## src/rtl/bch31163_lfsr_encoder.sv

```systemverilog
// ---------------------------------------------------------------------------
// bch31163_lfsr_encoder
//
// Bit-serial systematic BCH(31,16,3) encoder. Each accepted 16-bit message
// is clocked MSB first through a 15-stage LFSR that divides by
// g(x) = x^15+x^11+x^10+x^9+x^8+x^7+x^5+x^3+x^2+x+1 (GEN_POLY = 16'h8FAF).
// The codeword is presented as {message[15:0], parity[14:0]}, which is the
// codeword_in format expected by bch31163_decoder.
//
// Handshake: valid/ready on both sides. All outputs are registered, so
// in_valid never reaches in_ready and out_ready never reaches out_valid
// through combinational logic. A word occupies the block for at least 18
// cycles: 1 accept edge, 16 shift edges, 1 output handshake edge. After that
// the block spends one IDLE cycle re-arming in_ready.
//
// Optional build macro BCH31163_ERR_INJECT_EN:
//   adds input err_mask[30:0] (sampled with data_in on the accept edge) and
//   output inject_active. The emitted codeword is the clean codeword XOR the
//   sampled mask, so decoder benches can inject errors in-line.
// ---------------------------------------------------------------------------
module bch31163_lfsr_encoder #(
  parameter logic [15:0] GEN_POLY = 16'h8FAF,
  parameter int          DATA_W   = 16
) (
  input  logic              clk,
  input  logic              rst_n,
  input  logic              in_valid,
  output logic              in_ready,
  input  logic [DATA_W-1:0] data_in,
  output logic              out_valid,
  input  logic              out_ready,
  output logic [30:0]       codeword_out,
`ifdef BCH31163_ERR_INJECT_EN
  input  logic [30:0]       err_mask,
  output logic              inject_active,
`endif
  output logic              busy
);

  // -------------------------------------------------------------------------
  // Configuration sanity checks (elaboration time only)
  // -------------------------------------------------------------------------
  generate
    if (DATA_W != 16) begin : g_bad_data_w
      $error("bch31163_lfsr_encoder: DATA_W must be 16 for BCH(31,16)");
    end
    if (GEN_POLY[15] != 1'b1) begin : g_bad_poly
      $error("bch31163_lfsr_encoder: GEN_POLY bit 15 must be set (degree-15 generator)");
    end
  endgenerate

  // -------------------------------------------------------------------------
  // State and datapath registers
  // -------------------------------------------------------------------------
  typedef enum logic [1:0] {
    IDLE  = 2'd0,
    SHIFT = 2'd1,
    HOLD  = 2'd2
  } state_t;

  state_t              state_reg;
  logic [14:0]         lfsr_reg;
  logic [3:0]          cnt_reg;
  logic [DATA_W-1:0]   msg_reg;
  logic [30:0]         cw_reg;
  logic                out_valid_reg;
  logic                in_ready_reg;
  logic                busy_reg;

  // Mask applied to the clean codeword on the SHIFT->HOLD edge. It is all
  // zero in the default build so that the datapath is identical either way.
  logic [30:0]         cw_mask;

`ifdef BCH31163_ERR_INJECT_EN
  logic [30:0]         mask_reg;
  logic                inject_reg;

  assign cw_mask       = mask_reg;
  assign inject_active = inject_reg;
`else
  assign cw_mask       = 31'd0;
`endif

  // -------------------------------------------------------------------------
  // LFSR next-state
  //
  // The message bit for this shift is selected by the counter (MSB first),
  // leaving msg_reg intact so it can be reused as the systematic part of the
  // codeword. Bit 15 of GEN_POLY is the implicit x^15 term and is represented
  // by lfsr_reg[14] falling off the top of the register.
  // -------------------------------------------------------------------------
  logic        msg_bit;
  logic        fb;
  logic [14:0] lfsr_next;

  assign msg_bit = msg_reg[4'd15 - cnt_reg];
  assign fb      = msg_bit ^ lfsr_reg[14];

  generate
    for (genvar gi = 0; gi < 15; gi++) begin : g_lfsr_tap
      if (gi == 0) begin : g_tap_lsb
        assign lfsr_next[gi] = fb & GEN_POLY[gi];
      end else begin : g_tap_upper
        assign lfsr_next[gi] = lfsr_reg[gi-1] ^ (fb & GEN_POLY[gi]);
      end
    end
  endgenerate

  // Clean codeword as it will exist after the final shift edge.
  logic [30:0] cw_next;
  assign cw_next = {msg_reg, lfsr_next};

  // -------------------------------------------------------------------------
  // Control FSM and all registered outputs
  // -------------------------------------------------------------------------
  always_ff @(posedge clk or negedge rst_n) begin
    if (!rst_n) begin
      state_reg     <= IDLE;
      lfsr_reg      <= 15'd0;
      cnt_reg       <= 4'd0;
      msg_reg       <= '0;
      cw_reg        <= 31'd0;
      out_valid_reg <= 1'b0;
      in_ready_reg  <= 1'b0;
      busy_reg      <= 1'b0;
`ifdef BCH31163_ERR_INJECT_EN
      mask_reg      <= 31'd0;
      inject_reg    <= 1'b0;
`endif
    end else begin
      case (state_reg)
        IDLE: begin
          out_valid_reg <= 1'b0;
          if (in_valid && in_ready_reg) begin
            // Accept edge: capture the word and start a fresh division.
            msg_reg      <= data_in;
            lfsr_reg     <= 15'd0;
            cnt_reg      <= 4'd0;
            in_ready_reg <= 1'b0;
            busy_reg     <= 1'b1;
            state_reg    <= SHIFT;
`ifdef BCH31163_ERR_INJECT_EN
            mask_reg     <= err_mask;
`endif
          end else begin
            // in_ready rises one cycle after entering IDLE (also after reset).
            in_ready_reg <= 1'b1;
            busy_reg     <= 1'b0;
          end
        end

        SHIFT: begin
          lfsr_reg <= lfsr_next;
          cnt_reg  <= cnt_reg + 4'd1;
          if (cnt_reg == 4'd15) begin
            // Last message bit: lfsr_next now holds the parity remainder.
            cw_reg        <= cw_next ^ cw_mask;
            out_valid_reg <= 1'b1;
            state_reg     <= HOLD;
`ifdef BCH31163_ERR_INJECT_EN
            inject_reg    <= |mask_reg;
`endif
          end
        end

        HOLD: begin
          // codeword_out deliberately keeps its value after the handshake.
          if (out_ready) begin
            out_valid_reg <= 1'b0;
            busy_reg      <= 1'b0;
            state_reg     <= IDLE;
`ifdef BCH31163_ERR_INJECT_EN
            inject_reg    <= 1'b0;
`endif
          end
        end

        default: begin
          state_reg     <= IDLE;
          out_valid_reg <= 1'b0;
          in_ready_reg  <= 1'b0;
          busy_reg      <= 1'b0;
        end
      endcase
    end
  end

  assign in_ready     = in_ready_reg;
  assign out_valid    = out_valid_reg;
  assign codeword_out = cw_reg;
  assign busy         = busy_reg;

  // -------------------------------------------------------------------------
  // Protocol invariants
  // -------------------------------------------------------------------------
  // Input and output sides never overlap.
  a_no_overlap: assert property (@(posedge clk) disable iff (!rst_n)
    !(in_ready_reg && out_valid_reg));

  // While stalled in HOLD the presented codeword must not move.
  a_hold_stable: assert property (@(posedge clk) disable iff (!rst_n)
    (out_valid_reg && !out_ready) |=> (out_valid_reg && $stable(cw_reg)));

  // busy covers exactly the SHIFT and HOLD states.
  a_busy_state: assert property (@(posedge clk) disable iff (!rst_n)
    busy_reg == (state_reg != IDLE));

endmodule

```

## config.mk

```make
export PLATFORM = sky130hd
export DESIGN_NAME = bch31163_lfsr_encoder
export DESIGN_NICKNAME = d
export VERILOG_FILES = /design/src/rtl/bch31163_lfsr_encoder.sv
export SDC_FILE = /design/constraint.sdc
export NUM_CORES = 1
export LEC_CHECK = 0
export ABC_AREA = 1
export BUFFER_PORTS_ARGS = -buffer_cell sky130_fd_sc_hd__buf_4
export CAP_MARGIN = 20
export CORE_UTILIZATION = 50
export DETAILED_ROUTE_END_ITERATION = 8
export PLACE_DENSITY = 0.71
export REMOVE_ABC_BUFFERS = 1
export SLEW_MARGIN = 20
export SYNTH_ARGS = -nofsm -noshare
export SYNTH_HDL_FRONTEND = slang
export SYNTH_SLANG_ARGS = --single-unit
export TNS_END_PERCENT = 10
```

## constraint.sdc

```tcl
create_clock -name clk -period 2.2 [get_ports clk]
set_clock_uncertainty 0.15 [all_clocks]
set_input_delay 0.44 -clock clk [delete_from_list [all_inputs] [get_ports clk]]
set_output_delay 0.44 -clock clk [all_outputs]
set_load 0.03 [all_outputs]
```

---- Word level (Yosys, flattened, before mapping) ----
Cells that the tools add are included.
W data, S select, Z words.
word-level totals
  register bits after elaboration ......... 71
  output and inout port bits .............. 34
  input bits .............................. 20
  word-level logic and storage cells ...... 55
cells by class
  $lt $le $gt $ge ......................... 1
  reductions and logical operators ........ 10
  equality and inequality tests ........... 6
  mux-type cells .......................... 17
  add/sub/neg operators ................... 2
  bitwise gates (word level) .............. 11
operators with widths
  kind                   number
  $pmux W15 S2           1
  $mux W15               1
  $reduce_and A2 Y1      5
  $xor A1 B1 Y1          10
  $pmux W4 S2            1
  $mux W2                3
  $ne A2 B2 Y1 const B   3
  $pmux W2 S3            1
  $lt A4 B5 Y1 const B   1
  $mux W1                5
  $add A4 B1 Y4 const B  1
  $bmux W1 S4            1
  $eq A4 B4 Y1 const B   1
  $mux W4                1
  $pmux W1 S2            2
  $sub A4 B4 Y4 const A  1
  $pmux W1 S3            1
  $reduce_and A3 Y1      1
  $eq A2 B1 Y1 const B   1
  $eq A2 B2 Y1 const B   1
  $logic_not A2 Y1       1
  $reduce_bool A2 Y1     1
  $reduce_or A2 Y1       1
  $logic_and A1 B1 Y1    1
  $not A1 Y1             1

---- Logic depth before layout (Yosys ltp) ----
Gate-level depths: netlist of the first run.
  depth after elaboration ................. 6
  gate-level depth with buffers ........... 11
  depth with buffers taken out ............ 11

---- Least setup slack after synthesis of the first run ----
OpenSTA, ideal clock, no wires.
  path kind ............................... register to register
  start ................................... register state_reg[0]
  end ..................................... register cnt_reg[3]
  cell stages (with the launch flop) ...... 9
  path buffers ............................ 1
  period minus slack after synthesis ...... 1745 ps
  library setup time ...................... 124 ps
  setup slack ............................. 455 ps
  arrival ................................. 1472 ps
  data required time ...................... 1926 ps
  path through ............................ dfrtp_1 > inv_1 > ha_1 > nand3_1 > o21ai_1 > buf_2 > nand4_1 > o22ai_1 > a21oi_1
on the way
  cells in the longest elaborated chain, start to end .. 3
  elaborated cells on any way between the ends .. 6
  those cells by class .................... 2 x eq/ne; 1 x mux; 3 x reduce/logical
ends and longest elaborated chain
  item                                                                        line  source
  from (decl)                                                                 61    state_t state_reg;
  from (signal assigned)                                                      118   state_reg <= IDLE;
  from (signal assigned)                                                      141   state_reg <= SHIFT;
  from (signal assigned)                                                      159   state_reg <= HOLD;
  $eq A2 B1 Y1 / $logic_not A2 Y1 (equally long branches)                     131   case (state_reg)
  $reduce_bool A2 Y1 (no source line) / $ne A2 B2 Y1 (equally long branches)  n/a
  $reduce_and A2 Y1 (no source line)                                          n/a
  to (signal assigned)                                                        154   cnt_reg <= cnt_reg + 4'd1;
  to (decl)                                                                   63    logic [3:0] cnt_reg;
Several ways; a longest one is shown, not always the timed one.
A chain may end at the register's enable or synchronous reset.

---- Final worst setup path of the first run ----
  start ................................... register cnt_reg[0]
  end ..................................... register cw_reg[5] (netlist: codeword_out[5])
on the way
  cells in the longest elaborated chain, start to end .. 5
  elaborated cells on any way between the ends .. 7
  those cells by class .................... 1 x add/sub; 1 x eq/ne; 2 x mux; 2 x bitwise; 1 x reduce/logical
ends and longest elaborated chain
  item                           line  source
  $sub A4 B4 Y4                  96    assign msg_bit = msg_reg[4'd15 - cnt_reg];
  $bmux W1 S4                    96
  $mux W1 (implied by the code)  96
  $xor A1 B1 Y1                  97    assign fb = msg_bit ^ lfsr_reg[14];
  $xor A1 B1 Y1                  104   assign lfsr_next[gi] = lfsr_reg[gi-1] ^ (fb & GEN_POLY[gi]);
  to (signal assigned)           157   cw_reg <= cw_next ^ cw_mask;
  to (decl)                      65    logic [30:0] cw_reg;
Several ways; a longest one is shown, not always the timed one. The select of a mux whose other input is x is not followed.

==> impl_results.md, run 1 <==
- Outcome: finished clean
- FF+latch area: around 1800 um2
- Clk pin slew, worst setup/hold paths: roughly 70 ps
- Cell count after synthesis: about 350
- Critical path type: reg2reg
- I/O Pins: 54
- CTS H-tree depth: 3
- Post-synthesis sequential area ratio: a little under three fifths
- Core Util, Final: between 60% and 70%
- Syn_area_per_cell: 9.104 um2
- Vias/cell: between 5 and 6
- Final #Nets: around 430
- Core Region: approximately 6000 um2
- Critical Path AT: ~2200 ps
- Synthesis warning total: 0
- Crit-path max FO: 35
- Cell area power density: 1622 nW/um2
- Most frequent cells in the layout: nand2_1 (84), dfrtp_1 (71), buf_4 (57), nand3_1 (30), inv_1 (28)
- Clock Sinks: a little over 70
- Peak VDD IR: approximately 0.00081 V
- Initial DRC count: ~210
- Max reg flops: 31
- Post-Place Cell Area: between 3000 and 4000 um2
- Area of the multi-input gates: around 1200 um2
- Clk buf depth: 2
- DIE WIDTH: about 82 um
- GR Util All Layers: a little over a fifth
- Clock Root Buffer: clkbuf_8
- Hpwl dp: about 4500 um
- CP Data Required Time: 2330 ps
- Port bufs: 53
- Num rows: 28
- DIE HEIGHT: just over 80 um
- Period minus WS final: approximately 2000 ps
- Pins Over Slew Limit: 0
- Slew at the pin closest to its max-slew limit: a little over 500 ps
- Leakage: 1.991 nW
- Hold Path Class: in2reg
- Netlist Area Pre-Place: roughly 3200 um2
- Die area: about 6700 um2
- Post-synthesis cell type count: 21
- Startpoint Class: register
- CP endpoint kind: register
- DRT antenna net count: 0
- Fin cells: roughly 490
- Slew HR: about two thirds
- Fmax: roughly 490 MHz
- Routability Congestion: around 0.8
- First-pass GRT wire length: between 10000 and 15000 um
- Synthesized flop and latch total: just over 70
- Total iterations of the first detailed-routing run: 4
- Commonest non-fill, non-tap cell in the layout: nand2_1
- DRC: 0
- WL final: about 6600 um
- Vias in the first global route: approximately 2400
- Diodes inserted: 0
- Fillers: between 500 and 600
- Cells on worst reg2reg path: 8
- Gr ovfl total: 0
- Clk Latency, worst-skew pair: 340 ps
- Pin count of the biggest net entering global routing: between 40 and 50
- Placed instance count: approximately 470
- Hold path cells: 3
- Final Cell Area: ~3900 um2
- Endpoints failing setup: 0
- Area Overhead vs Synth: 22.08%
- Antenna violations before repair: 0
- RSZ-0062 raised after global routing: no
- CTS tree: done
- Via count: 2505
- Num CTS Buffers: 9
- Endpoints failing hold: 0
- MaxCap Viol Count: 0
- Final period util: 91.95%
- Layout cell share with drive strength beyond 1: roughly 25%
- Routed len/inst: between 10 and 15 um
- Initial Utilization: about 53%
[synthesized netlist by cell type, drive strengths merged]
library cell,count,share of area [%]
dfrtp,71,56
nand2,87,11
o21ai,28,4.4
o22ai,8,1.6
a21oi,22,3.5
nand4,1,0.20
clkinv,1,0.12
ha,5,2.0
nand3,47,11
buf,3,0.67
nand3b,6,1.4
nor2,21,2.5
clkbuf,8,0.95
inv,40,4.7
[worst max-delay path: stages (launching register included)]
cell     delay, ps
dfrtp_1        610
ha_1           250
nand2_1         80
nor2_1         170
nand2_1        140
buf_12         200
inv_2          150
nand3_1        130
nand2_1         70
[what timing repair did]
item | in CTS | in global routing
hold buffers | 1 | 0
gates resized for setup | 1 | 0
setup endpoints to repair | 1 | 0
setup buffers | 0 | 0
hold endpoints to repair | 30 | 0
[layer usage]
layer | GRT usage, % | up-vias | routed length, um
met5 | 0 | - | 0
met4 | 9.298 | 0 | 118
met3 | 6.000 | 11 | 319
met2 | 33.92 | 59 | 2948
met1 | 28.91 | 1181 | 3163
li1 | - | 1254 | -
[per-stage QoR]
step / setup WS [ps] / total power [W] / TNS [ps] / hold slack [ps]
final: 177.2 / 0.006271 / 0 / 184.9
after global routing: 30.77 / 0.006755 / 0 / 191.8
after CTS: 172.9 / 0.006317 / 0 / 180.1
after detailed placement: 29.19 / 0.005345 / 0 / 247.4
after global placement: 105.4 / 0.005261 / 0 / 251.1
after floorplan: -307.9 / 0.004385 / -4504 / -5.591
[power by group]
group          total, W  leakage, nW  internal [W]  switching [W]
Combinational   0.00309        0.996       0.00110        0.00199
Sequential      0.00224        0.905       0.00188       0.000365
Clock          0.000945       0.0898      0.000498       0.000447
Total           0.00627         1.99       0.00347        0.00280
[layout make-up]
class                      instances  area share [%]
multi-input combinational        225           30.73
inverter                          41           3.979
tap                               75           2.426
timing repair buffer              60           12.36
clock buffer                      15           4.562
sequential                        71           45.94
[cells by family after synthesis]
family / after synthesis / synth area share [%]
AO/OA/AOI/OAI: 58 / 9.479
adder cells (fa/ha/maj): 5 / 1.975
buffers and inverters: 52 / 6.477
flip-flops: 71 / 56.08
AND/OR/NAND/NOR: 162 / 25.99
[path summary, 6_finish.rpt]
path,start,end,slack [ps]
worst max-delay path,cnt_reg[0]$_DFFE_PN0P_,codeword_out[5]$_DFFE_PN0P_,180
worst min-delay path,data_in[7],msg_reg[7]$_DFFE_PN0P_,180
worst max register to register,cnt_reg[0]$_DFFE_PN0P_,codeword_out[5]$_DFFE_PN0P_,180
worst min register to register,codeword_out[10]$_DFFE_PN0P_,codeword_out[10]$_DFFE_PN0P_,330
max in group asynchronous,rst_n,codeword_out[15]$_DFFE_PN0P_,930
min in group asynchronous,rst_n,msg_reg[7]$_DFFE_PN0P_,410
Power figures use the tool's default switching activity.
==> inputs of run 2 (changes only) <==
BUFFER_PORTS_ARGS = default   (was -buffer_cell sky130_fd_sc_hd__buf_4)
DONT_BUFFER_PORTS = 1   (was default)
HOLD_SLACK_MARGIN = 0.08   (was default)
PLACE_DENSITY = 0.64   (was 0.71)
==> run 2 against run 1 <==
Net effect:
- the flow now finishes with violations (negative hold slack)
- worst hold slack lost 540 ps
- total power shrank 9.4%
- cell area shrank 12%
- count of clock-buffer cells in the layout shrank 3
- sequential share of layout area grew 6.4 points
- combinational power shrank 34%
- flip-flop and latch count is the same
- non-clock buffer count shrank 55
- sequential power grew 25%
- fmax grew 5.5%
- routed wire length shrank 7.2%
- critical path type unchanged
==> impl_results.md, run 2 (synthesized netlist as in run 1, its figures left out) <==
- Vias in the first global route: approximately 2200
- DIE HEIGHT: 81.60 um
- Die area: roughly 6700 um2
- Sequential share of power: a little under 50%
- Num CTS Buffers: 9
- Vias/cell: around 5.3
- Leakage: around 1.7 nW
- Most frequent cells in the layout: nand2_1 (83), dfrtp_1 (71), nand3_1 (30), inv_1 (28), o21ai_1 (26)
- Core Region: about 6000 um2
- Layout cell share with drive strength beyond 1: about 14%
- CP Data Required Time: 2270 ps
- Port bufs: 0
- Diodes inserted: 0
- Clock Sinks: 71
- DIE WIDTH: approximately 82 um
- Setup bufs post-CTS: 0
- Gr ovfl total: 0
- Endpoints failing setup: 0
- Internal power: around 0.003 W
- Area Overhead vs Synth: 7.188%
- CP max stage delay: 590 ps
- Outcome: finished, violations left
- Fillers: about 550
- Clk pin slew, worst setup/hold paths: 70 ps
- TNS Setup: 0 ps
- Final period util: ~87%
- Routability Congestion: approximately 0.8
- Clk network pwr share: between 10% and 20%
- Violated checks: negative hold slack
- Period minus WS final: between 1500 and 2000 ps
- DRC: 0
- RSZ-0062 raised after global routing: no
- Core Util, Final: 56.35%
- Slew at the pin closest to its max-slew limit: approximately 400 ps
- Hold Path Class: in2async
- Metal-1 WL: 2952 um
- Total iterations of the first detailed-routing run: 4
- Commonest non-fill, non-tap cell in the layout: nand2_1
- Top routing layer in use: met4
- GR Util All Layers: 20.82%
- CP endpoint kind: register
- Critical-path cell list: inv_2, nand2_1, nand3_1, nand3_1, nand3_2, nand3_2, nand3b_1, nand3_1, nand2_1
- Combinational share of power: around 36%
- Fmax: between 500 and 600 MHz
- DRT antenna net count: 0
- Peak VDD IR: 0.0007927 V
- Critical Path AT: 1990 ps
- Crit-path max FO: 13
- Min Hold Slack: -357.8 ps
- Via count: 2265
- Final #Nets: about 380
- MaxCap Viol Count: 0
- Critical path's most frequent cell: nand3_1
- Hpwl dp: 4078 um
- Clk buf depth: 2
- Pin count of the biggest net entering global routing: 72
- Sw Share: 47.17%
- Max reg flops: 31
- Startpoint Class: register
- CTS H-tree depth: 3
- First-pass GRT wire length: roughly 10000 um
- I/O Pins: 54
- Switching Power: around 0.0027 W
- DR WL met2: ~2700 um
- Antenna violations before repair: 0
- Slew HR: 72.95%
- Pins Over Slew Limit: 0
- Met3 WL: between 300 and 400 um
- CTS tree: done
- Clock Root Buffer: clkbuf_8
- Routed len/inst: around 14 um
- WL final: approximately 6100 um
- Initial DRC count: 104
- Clk Latency, worst-skew pair: ~340 ps
- Cell area power density: ~1700 nW/um2
- Critical path type: reg2reg
- Num rows: 28
- Slowest stage cell on the critical path: dfrtp_1
- Endpoints failing hold: 71
- Cts repair resizes: 0
- Initial Utilization: around 53%
run 2: cell types whose count changed in the layout (fill, tap and decap cells not counted), sizes merged:
cell / previous run / this run
buf: 59 / 5
dlygate4sd3: 1 / 0
clkbuf: 15 / 12
clkinv: 1 / 3
run 2: layout make-up:
| class | count | area (um2) | area share (%) |
|---|---|---|---|
| Clock buffer | 12 | 135.1 | 3.979 |
| Clock inverter | 2 | 10.01 | 0.2948 |
| Inverter | 41 | 153.9 | 4.532 |
| Multi-Input combinational cell | 225 | 1189 | 35.00 |
| Sequential cell | 71 | 1777 | 52.32 |
| Tap cell | 75 | 93.84 | 2.763 |
| Timing Repair Buffer | 5 | 37.54 | 1.105 |
run 2: per-stage QoR:
stage | total power (W) | instances | hold WS (ps) | instance area [um2] | setup WS [ps]
floorplan | 0.004385 | 337 | -5.591 | 3117 | -307.9
global placement | 0.004823 | 417 | -4.013 | 3251 | 331.2
detailed placement | 0.004884 | 417 | -3.595 | 3251 | 286.7
CTS | 0.005730 | 431 | -372.3 | 3396 | 270.1
global route | 0.006141 | 431 | -386.9 | 3396 | 77.71
finish | 0.005684 | 431 | -357.8 | 3396 | 282.9
run 2: metal layers:
layer / vias to the layer above / global-route usage [%]
met5: - / 0
met4: 0 / 8.421
met3: 8 / 6.778
met2: 60 / 30.75
met1: 1052 / 28.27
li1: 1145 / -
run 2: path summary, 6_finish.rpt:
kind | startpoint | endpoint | slack (ps) | cells after the start
max | cnt_reg[0]$_DFFE_PN0P_ | lfsr_reg[3]$_DFFE_PN0P_ | 280 | 9
min | rst_n | codeword_out[20]$_DFFE_PN0P_ | -360 | 0
min in group clk | data_in[4] | msg_reg[4]$_DFFE_PN0P_ | 110 | 2
max in group asynchronous | rst_n | codeword_out[24]$_DFFE_PN0P_ | 2130 | 0
min reg2reg | lfsr_reg[5]$_DFFE_PN0P_ | lfsr_reg[5]$_DFFE_PN0P_ | 330 | 2
max reg2reg | cnt_reg[0]$_DFFE_PN0P_ | lfsr_reg[3]$_DFFE_PN0P_ | 280 | 9
run 2: worst max-delay path, delay by kind of cell, from the launching register on:
family                 cells  cell delay [ps]
AND/OR/NAND/NOR            8              910
flip-flops                 1              590
buffers and inverters      1              140
run 2: power groups by stage:
stage | combinational (W) | sequential [W] | clock [W]
after floorplan | 0.00164 | 0.00274 | 0
after global placement | 0.00201 | 0.00281 | 0
after detailed placement | 0.00205 | 0.00283 | 0
after CTS | 0.00206 | 0.00281 | 0.000857
after global routing | 0.00234 | 0.00289 | 0.000913
final | 0.00205 | 0.00281 | 0.000829
==> inputs of run 3 (changes only) <==
REMOVE_ABC_BUFFERS = default   (was 1)
==> run 3 against run 2 <==
Net effect:
- the flow still finishes with violations (negative hold slack)
- largest cell class unchanged
- clock power is 33% higher
- cell count rose by 0.46%
- combinational power about the same
- non-clock buffer count is the same
- routed wire length grew 2.2%
- count of clock-buffer cells in the layout stayed put
- largest power group unchanged
- die area is the same
- sequential share of layout area decreased by 0.91 points
- flip-flop and latch count stayed put
- highest routed layer unchanged
- first-iteration DRC count is 36% higher
- worst hold slack got worse by 3.2 ps
- total power grew 4.8%
==> impl_results.md, run 3 (synthesized netlist as in run 1, its figures left out) <==
- Outcome: finished, violations left
- Violated checks: negative hold slack
- Clk network pwr share: ~18%
- MaxCap Viol Count: 0
- Sequential share of power: between 40% and 50%
- DIE HEIGHT: 81.60 um
- Max reg flops: 31
- Min Hold Slack: -361.0 ps
- First-pass GRT wire length: just over 10000 um
- Startpoint Class: register
- Internal power: 0.003244 W
- Pin count of the biggest net entering global routing: between 70 and 80
- Gr ovfl total: 0
- Crit-path max FO: 13
- Slew at the pin closest to its max-slew limit: 417.0 ps
- Setup bufs post-CTS: 0
- GR Util All Layers: 21.00%
- CP Data Required Time: about 2300 ps
- Port bufs: 0
- DIE WIDTH: between 80 and 90 um
- Switching Power: about 0.0027 W
- Post-Place Cell Area: 3251 um2
- Clk pin slew, worst setup/hold paths: around 70 ps
- Area of the multi-input gates: 1189 um2
- Area Overhead vs Synth: 9.084%
- Peak VDD IR: around 0.0010 V
- Final Cell Area: around 3500 um2
- Final period util: between 80% and 90%
- Vias/cell: approximately 5.3
- CP endpoint kind: register
- Endpoints failing setup: 0
- Num CTS Buffers: 9
- Fmax: between 500 and 600 MHz
- Sw Share: 45.55%
- Hpwl dp: a little over 4000 um
- Cell area power density: about 1700 nW/um2
- Period minus WS final: 1945 ps
- Final #Nets: about 380
- Fillers: between 500 and 600
- Critical path type: reg2reg
- Clock Root Buffer: clkbuf_8
- Clk Latency, worst-skew pair: around 340 ps
- Num rows: 28
- Leakage: ~1.7 nW
- Core Region: between 6000 and 7000 um2
- Routed len/inst: between 10 and 15 um
- Total iterations of the first detailed-routing run: 4
- Combinational share of power: around 34%
- Layout cell share with drive strength beyond 1: 14.25%
- WL final: a little over 6000 um
- CTS tree: done
- Via count: between 2000 and 2500
- Critical Path AT: roughly 2000 ps
- DRT antenna net count: 0
- I/O Pins: 54
- Die area: roughly 6700 um2
- Commonest non-fill, non-tap cell in the layout: nand2_1
- Diodes inserted: 0
- TNS Setup: 0 ps
- CTS H-tree depth: 3
- Hold Path Class: in2async
- Routability Congestion: between 0.7 and 0.8
- Vias in the first global route: about 2200
- DRC: 0
- RSZ-0062 raised after global routing: no
- Initial Utilization: between 50% and 60%
- Net Count, Synth: ~370
- Cts repair resizes: 0
- Slew HR: 72.20%
- Initial DRC count: 141
- Clk buf depth: 2
- FF+latch area: ~1800 um2
- Endpoints failing hold: slightly above 70
- Antenna violations before repair: 0
- Clock Sinks: 71
- Pins Over Slew Limit: 0
- Most frequent cells in the layout: nand2_1 (83), dfrtp_1 (71), nand3_1 (30), inv_1 (28), o21ai_1 (26)
run 3: critical path, stage by stage, from the launching register on:
cell and delay, ps:
dfrtp_1 600, inv_2 150, nand2_1 90, nand3_1 60, nand3_1 100, nand3_2 150, nand3_2 220, nand3b_1 140
nand3_1 100, nand2_1 60
run 3: power groups by stage:
stage                     combinational, W  sequential, W  clock [W]
after floorplan                    0.00170        0.00273          0
after global placement             0.00200        0.00282          0
after detailed placement           0.00205        0.00284          0
after CTS                          0.00206        0.00282    0.00112
after global routing               0.00237        0.00289    0.00118
final                              0.00205        0.00281    0.00110
run 3: layout make-up:
type                            count  area share, %
Timing Repair Buffer                5          1.086
Multi-Input combinational cell    225          34.40
Clock buffer                       12          3.910
Clock inverter                      4          2.028
Sequential cell                    71          51.41
Inverter                           41          4.453
Tap cell                           75          2.715
run 3: per-stage QoR:
step           setup slack, ps  util (%)  std cells  hold slack, ps  power, W
4_1_cts                  251.9     57.35        433          -379.6  0.006005
2_1_floorplan            454.6         -        348          -5.591  0.004430
6_report                 254.6     57.35        433          -361.0  0.005957
3_3_place_gp             346.8     53.95        417          -3.391  0.004825
5_1_grt                  64.17     57.35        433          -390.9  0.006441
3_5_place_dp             304.2     53.95        417          -3.016  0.004886
run 3: final timing paths:
check | start | end | slack (ps) | cells past startpoint
worst min register to register | lfsr_reg[5]$_DFFE_PN0P_ | lfsr_reg[5]$_DFFE_PN0P_ | 330 | 2
worst min-delay path | rst_n | codeword_out[24]$_DFFE_PN0P_ | -360 | 0
min in group clk | data_in[3] | msg_reg[3]$_DFFE_PN0P_ | 110 | 2
worst max register to register | cnt_reg[0]$_DFFE_PN0P_ | lfsr_reg[11]$_DFFE_PN0P_ | 250 | 9
worst max-delay path | cnt_reg[0]$_DFFE_PN0P_ | lfsr_reg[11]$_DFFE_PN0P_ | 250 | 9
max in group asynchronous | rst_n | msg_reg[9]$_DFFE_PN0P_ | 2120 | 0
run 3: layer usage:
| metal | share of wire [%] | GRT usage (%) |
|---|---|---|
| met5 | 0 | 0 |
| met4 | 1.1 | 8.596 |
| met3 | 5.5 | 7.000 |
| met2 | 44 | 30.25 |
| met1 | 49 | 29.00 |
